## src/rtl/song_sequencer_pkg.sv

```systemverilog
// Shared definitions for the song sequencer and the note player side:
// FSM state encoding, note/duration widths and the end-of-song marker.
package song_sequencer_pkg;

    localparam int NOTE_WIDTH = 6;
    localparam int DUR_WIDTH  = 6;

    // A ROM entry with a zero duration terminates the song.
    localparam logic [DUR_WIDTH-1:0] END_MARKER = '0;

    typedef enum logic [2:0] {
        S_IDLE,
        S_FETCH,
        S_READ,
        S_LOAD,
        S_WAIT_DONE,
        S_DONE
    } state_t;

endpackage

```

## src/rtl/song_sequencer.sv

```systemverilog
// Walks the selected song in an external synchronous ROM and hands one
// note/duration pair at a time to the note player, pacing on its done level.
module song_sequencer
    import song_sequencer_pkg::*;
#(
    parameter int NOTE_W    = NOTE_WIDTH,
    parameter int DUR_W     = DUR_WIDTH,
    parameter int SONG_BITS = 2,
    parameter int IDX_BITS  = 5
) (
    input  logic                          clk,
    input  logic                          reset,
    input  logic                          play,
    input  logic [SONG_BITS-1:0]          song,
    output logic [SONG_BITS+IDX_BITS-1:0] rom_addr,
    input  logic [NOTE_W+DUR_W-1:0]       rom_data,
    output logic [NOTE_W-1:0]             note_to_load,
    output logic [DUR_W-1:0]              duration_to_load,
    output logic                          load_new_note,
    input  logic                          done_with_note,
    output logic                          song_done
);

    state_t                r_state;
    state_t                w_state_nxt;
    logic [SONG_BITS-1:0]  r_song_q;
    logic [IDX_BITS-1:0]   r_idx;
    logic [IDX_BITS-1:0]   w_idx_nxt;
    logic                  r_armed;
    logic                  w_armed_nxt;
    logic [NOTE_W-1:0]     r_note;
    logic [DUR_W-1:0]      r_dur;
    logic                  w_song_chg;
    logic                  w_latch;
    logic [NOTE_W-1:0]     w_rom_note;
    logic [DUR_W-1:0]      w_rom_dur;

    assign w_song_chg = (song != r_song_q);
    assign w_rom_note = rom_data[NOTE_W+DUR_W-1:DUR_W];
    assign w_rom_dur  = rom_data[DUR_W-1:0];

    assign rom_addr         = {r_song_q, r_idx};
    assign note_to_load     = r_note;
    assign duration_to_load = r_dur;
    assign song_done        = (r_state == S_DONE);

    // A song change overrides everything, even while paused.
    always_comb begin
        w_state_nxt   = r_state;
        w_idx_nxt     = r_idx;
        w_armed_nxt   = r_armed;
        w_latch       = 1'b0;
        load_new_note = 1'b0;
        if (w_song_chg) begin
            w_state_nxt = S_FETCH;
            w_idx_nxt   = '0;
            w_armed_nxt = 1'b0;
        end else if (play) begin
            case (r_state)
                S_IDLE:  w_state_nxt = S_FETCH;
                S_FETCH: w_state_nxt = S_READ;
                S_READ: begin
                    if (w_rom_dur == DUR_W'(END_MARKER)) begin
                        w_state_nxt = S_DONE;
                    end else begin
                        w_latch     = 1'b1;
                        w_state_nxt = S_LOAD;
                    end
                end
                S_LOAD: begin
                    load_new_note = 1'b1;
                    w_armed_nxt   = 1'b0;
                    w_state_nxt   = S_WAIT_DONE;
                end
                // done must be seen low once after the load before it counts
                S_WAIT_DONE: begin
                    if (!done_with_note) begin
                        w_armed_nxt = 1'b1;
                    end else if (r_armed) begin
                        if (&r_idx) begin
                            w_state_nxt = S_DONE;
                        end else begin
                            w_idx_nxt   = r_idx + 1'b1;
                            w_state_nxt = S_FETCH;
                        end
                    end
                end
                S_DONE:  w_state_nxt = S_DONE;
                default: w_state_nxt = S_IDLE;
            endcase
        end
    end

    always_ff @(posedge clk) begin
        if (reset) begin
            r_state  <= S_IDLE;
            r_song_q <= song;
            r_idx    <= '0;
            r_armed  <= 1'b0;
            r_note   <= '0;
            r_dur    <= '0;
        end else begin
            r_state <= w_state_nxt;
            r_idx   <= w_idx_nxt;
            r_armed <= w_armed_nxt;
            if (w_song_chg) begin
                r_song_q <= song;
            end
            if (w_latch) begin
                r_note <= w_rom_note;
                r_dur  <= w_rom_dur;
            end
        end
    end

endmodule
```

## config.mk

```make
export PLATFORM = sky130hd
export DESIGN_NAME = song_sequencer
export DESIGN_NICKNAME = d
export VERILOG_FILES = /design/src/rtl/song_sequencer_pkg.sv /design/src/rtl/song_sequencer.sv
export SDC_FILE = /design/constraint.sdc
export NUM_CORES = 1
export LEC_CHECK = 0
export ABC_AREA = 0
export ABC_CLOCK_PERIOD_IN_PS = 3000
export BUFFER_PORTS_ARGS = -buffer_cell sky130_fd_sc_hd__buf_4
export CORE_ASPECT_RATIO = 1.75
export CORE_MARGIN = 8
export CORE_UTILIZATION = 45
export CTS_BUF_LIST = sky130_fd_sc_hd__clkbuf_4 sky130_fd_sc_hd__clkbuf_8
export CTS_CLUSTER_DIAMETER = 100
export CTS_CLUSTER_SIZE = 24
export DETAILED_ROUTE_END_ITERATION = 8
export PLACE_DENSITY = 0.72
export SLEW_MARGIN = 20
export SYNTH_ARGS = -nofsm -noshare
export SYNTH_HDL_FRONTEND = slang
export SYNTH_SLANG_ARGS = --single-unit
```

## constraint.sdc

```tcl
create_clock -name clk -period 3 [get_ports clk]
set_input_delay 0.6 -clock clk [delete_from_list [all_inputs] [get_ports clk]]
set_output_delay 0.6 -clock clk [all_outputs]
set_load 0.03 [all_outputs]
```

======== After elaboration in Yosys (flattened, before gate mapping) ========
Index checks and enable logic that the tools add are counted.
Widths: inputs -> output; s select.
operators by class
  add/subtract/negate cells ............... 1
  eq/ne operators ......................... 11
  multiplexer cells ....................... 18
  bitwise operators ....................... 1
  reductions and logical operators ........ 11
operators by type and width
  cell                 number
  $pmux 3 s6           1
  $mux 3               4
  $mux 1               10
  $reduce_and 5->1     2
  $reduce_and 3->1     3
  $eq 3x2->1 const B   2
  $eq 3x3->1 const B   2
  $logic_not 6->1      1
  $ne 2x2->1 const B   3
  $ne 3x3->1 const B   2
  $reduce_bool 2->1    3
  $add 5x1->5 const B  1
  $mux 2               2
  $eq 3x1->1 const B   1
  $logic_not 3->1      1
  $ne 2x2->1           1
  $pmux 1 s2           1
  $reduce_or 2->1      1
  $not 1->1            1
word-level totals
  bits in registers ....................... 23
  input bits .............................. 18
  output and inout bits ................... 21
  logic and storage cells ................. 49

======== Depth between registers and ports, before layout ========
  depth after elaboration ................. 7
  gate-level depth with buffers ........... 7
  gate-level depth less buffers ........... 7

======== Worst setup path after synthesis ========
OpenSTA, ideal clock, no wires.
  kind .................................... flip-flop to flip-flop
  from .................................... register r_idx[0]
  to ...................................... register r_idx[1]
  setup time .............................. 0.119 ns
  data arrival time ....................... 1.774 ns
  required time ........................... 2.881 ns
  path slack .............................. 1.107 ns
  cell stages (with the launch flop) ...... 8
  buffers on the path ..................... 0
  clock period less this slack ............ 1.893 ns
  cells stage by stage .................... dfxtp_1 ha_1 and3_1 ha_1 nand4bb_4 nor3_4 mux2i_1 nor2_1
on the way
  word-level cells in the longest chain between the ends .. 3
  elaborated cells between the ends (all ways) .. 4
  classes of those cells .................. 1 x add/sub; 1 x bitwise; 2 x reduce/logical
ends and longest elaborated chain
  what                                                                 RTL line               text
  start, declared                                                      song_sequencer.sv:27   logic [IDX_BITS-1:0] r_idx;
  start signal, assigned                                               song_sequencer.sv:104  r_idx <= w_idx_nxt;
  parallel branches: the longest is 3 deep, another holds $add 5x1->5  -
Several ways; the timed one is not identified.
A chain may end at the register's enable or synchronous reset.

======== Worst setup path after layout ========
  from .................................... register r_song_q[1]
  to ...................................... output load_new_note
on the way
  word-level cells in the longest chain between the ends .. 2
ends and longest elaborated chain
  what                    RTL line               text
  start, declared         song_sequencer.sv:26   logic [SONG_BITS-1:0] r_song_q;
  start signal, assigned  song_sequencer.sv:97   r_song_q <= song;
  start signal, assigned  song_sequencer.sv:107  r_song_q <= song;
  $ne 2x2->1              song_sequencer.sv:38   assign w_song_chg = (song != r_song_q);
  $mux 1                  song_sequencer.sv:54   if (w_song_chg) begin
  end, declared           song_sequencer.sv:19   output logic load_new_note,
No other way between the ends.

==> flow_summary.yaml <==
outcome:
  outcome: "completed"
grt:
  grt_max_degree: 27
  grt_use_total_pct: 11.89
  antenna_found_initial: 0
  first_global_vias: 967
  grt-ovfl-total: 0
  grt_first_pass_wirelength_um: 4291
layout:
  layout_common_cells: "38 x buf_4, 24 x nand2b_1, 21 x dfxtp_1"
  final_util_pct: 60.34
  nNetsFinal: 174
  final_common_cell: "buf_4"
  drive_above_1_share_pct: 33.99
  synthToLayoutAreaGrowth_pct: 27.47
  n_antenna_cell: 0
  layoutNonFillerInstCount: 179
synthesis:
  synth_nets: 137
  synth-xor-area-share_pct: 3.712
  synth_top_family_by_area: "simple AND/OR/NAND/NOR gates"
  synthFlopType: "dfxtp_1"
  yosys_warnings: 0
  synth_compound_area_share_pct: 5.938
  ys_seq_elements: 23
  synthAdderAreaFrac_pct: 2.121
  ys_seq_area_share_pct: 40.72
  synth.mux.area_fraction_pct: 11.88
  synthesis.area_sq_mm: 0.001180
  syn_area_per_cell_sq_um: 10.08
  syn_inst: 117
  synthSimpleGateAreaFrac_pct: 31.60
  synth_cell_types: 31
  synth_edf_count: 2
  synth_async_sr_flop_share_pct: 0
floorplanning:
  initial_core_util_pct: 47.34
  coreArea_sq_mm: 0.002492
  ios: 39
  rows: 24
  die_w_um: 54.71
  die_h_um: 83.74
  dieArea_sq_mm: 0.004581
clock_network:
  cts_hold_buf: 0
  cts_setup_buffers: 0
  tritoncts: "done"
  clk_pin_slew_ns: 0.08
  clock_sinks: 23
  cts-root-buf: "clkbuf_8"
  cts.repair.resized: 0
  numCtsBuffers: 3
  cts_max_path_buffers: 2
  htreeDepth: 1
  clock_latency_ns: 0.27
sta:
  drv_slew: 0
  clock_skew_ns: 0.002407
  finalHoldViolCount: 0
  max_freq_mhz: 479.4
  min_period_ns: 2.086
  rsz0062_at_grt: "no"
  slew_headroom_pct: 62.97
  tightest_slew_ns: 0.5541
  fin_tns_setup_ns: 0
  period_share_pct: 69.53
  finalSetupViolCount: 0
pwr:
  power_density_mw_per_mm2: 384.7
  leakagePower_uw: 0.0006725
  ir_worst_vdd_v: 0.0003296
job:
  cap_violations: 0
setup_path:
  cp_slowest_cell: "edfxtp_1"
  cp-startpoint: "r_song_q[1]$_DFFE_PP_"
  crit_path_start_kind: "register"
  crit_type: "register to primary output"
  crit_family: "simple AND/OR/NAND/NOR gates"
  required_ns: 2.40
  cp_cell_sequence: "xor2_1 -> nor2_1 -> and4_2 -> buf_4"
  cp_slowest_stage_delay_ns: 0.42
  r2r_start: "r_idx[0]$_SDFFE_PP0P_"
  critPathArrivalTime_ns: 1.49
  critPathBufInv: 1
  path_max_fanout: 3
  endpoint_kind: "primary output"
placement:
  dp_hpwl_um: 2059
  place_congestion: 0.8761
  place_inst: 175
  io_buffers: 38
route:
  routed-via-count: 947
  avgViaCountPerCell: 5.291
  drc_errors: 0
  drtPass1Iterations: 6
  drtIter0Drc: 21
  drtAntennaViolNets: 0
  wl_um: 2580
  wl_per_cell_um: 14.41
hold_path:
  hold_path.startpoint: "duration_to_load[2]$_SDFFE_PP0P_"
  hp-class: "register to register"
==> synthesized netlist by cell type, drive strengths merged (2+ instances only) <==
library cell / n / area [sq um]
a2bb2oi: 2 / 17.52
nand3: 2 / 10.01
xor2: 2 / 17.52
ha: 2 / 25.02
clkbuf: 2 / 7.510
edfxtp: 2 / 60.06
o21ai: 2 / 10.01
nand2: 6 / 22.52
a31oi: 3 / 18.77
dfxtp: 21 / 420.4
mux2i: 14 / 140.1
buf: 4 / 32.53
xnor2: 3 / 26.28
nor4: 3 / 46.29
inv: 2 / 7.510
nor2: 12 / 50.05
a21oi: 2 / 13.76
nand2b: 24 / 150.1
==> stage by stage <==
step	cell area, sq um	setup slack (ns)	hold slack (ns)	total power, uW
finish	1504	0.9140	0.4795	578.5
global route	1504	0.7801	0.5036	604.8
CTS	1504	0.8795	0.4830	585.2
detailed placement	1458	0.9107	0.4687	393.5
global placement	1458	0.9257	0.4609	391.8
floorplan	1180	1.107	0.5253	365.0
==> where the power goes <==
part	internal, uW	total [uW]	switching [uW]
logic	32.9	64.4	31.5
clock network	92.8	193	100
registers	314	321	7.03
total	440	579	139
==> metal layers <==
metal | up-vias | share of wire (%) | GRT usage [%]
li1 | 468 | - | -
met3 | 5 | 9.7 | 3.393
met4 | 0 | 1.8 | 5.405
met1 | 435 | 36 | 12.89
met5 | - | 0 | 0
met2 | 39 | 52 | 19.69
==> registers in the layout, summed over array words and instances, names as in the netlist <==
name,count
r_state,3
note_to_load,6
duration_to_load,6
r_song_q,2
r_armed,1
r_idx,5
==> worst register-to-register path: stages (launching register included) <==
cell       delay, ns
dfxtp_1         0.35
ha_1            0.21
and3_1          0.18
ha_1            0.17
nand4bb_4       0.28
nor3_4          0.28
mux2i_1         0.22
nor2_1          0.05
==> logic make-up after synthesis <==
family,Yosys count
and+or+nand+nor,55
DFF,23
muxes,14
AOI/OAI and AO/OA,10
buffers and inverters,8
xor gates and xnor gates,5
adders and majority gates,2
==> worst paths after layout <==
path,to,slack (ns),depth (start not counted)
hold / removal,duration_to_load[2]$_SDFFE_PP0P_,0.48,2
hold reg to reg,duration_to_load[2]$_SDFFE_PP0P_,0.48,2
setup reg to reg,r_idx[1]$_SDFFE_PP0P_,1.13,7
setup / recovery,load_new_note,0.91,4
==> area by class of cell <==
cell class                      instances  area (sq um)
Clock buffer                            3         41.29
Clock inverter                          1         5.005
Fill cell                             241         988.4
Inverter                                2         7.507
Multi-Input combinational cell         86         651.9
Sequential cell                        23         480.5
Tap cell                               26         32.53
Timing Repair Buffer                   38         285.3
Note: power is estimated with default switching activity, not from simulation.
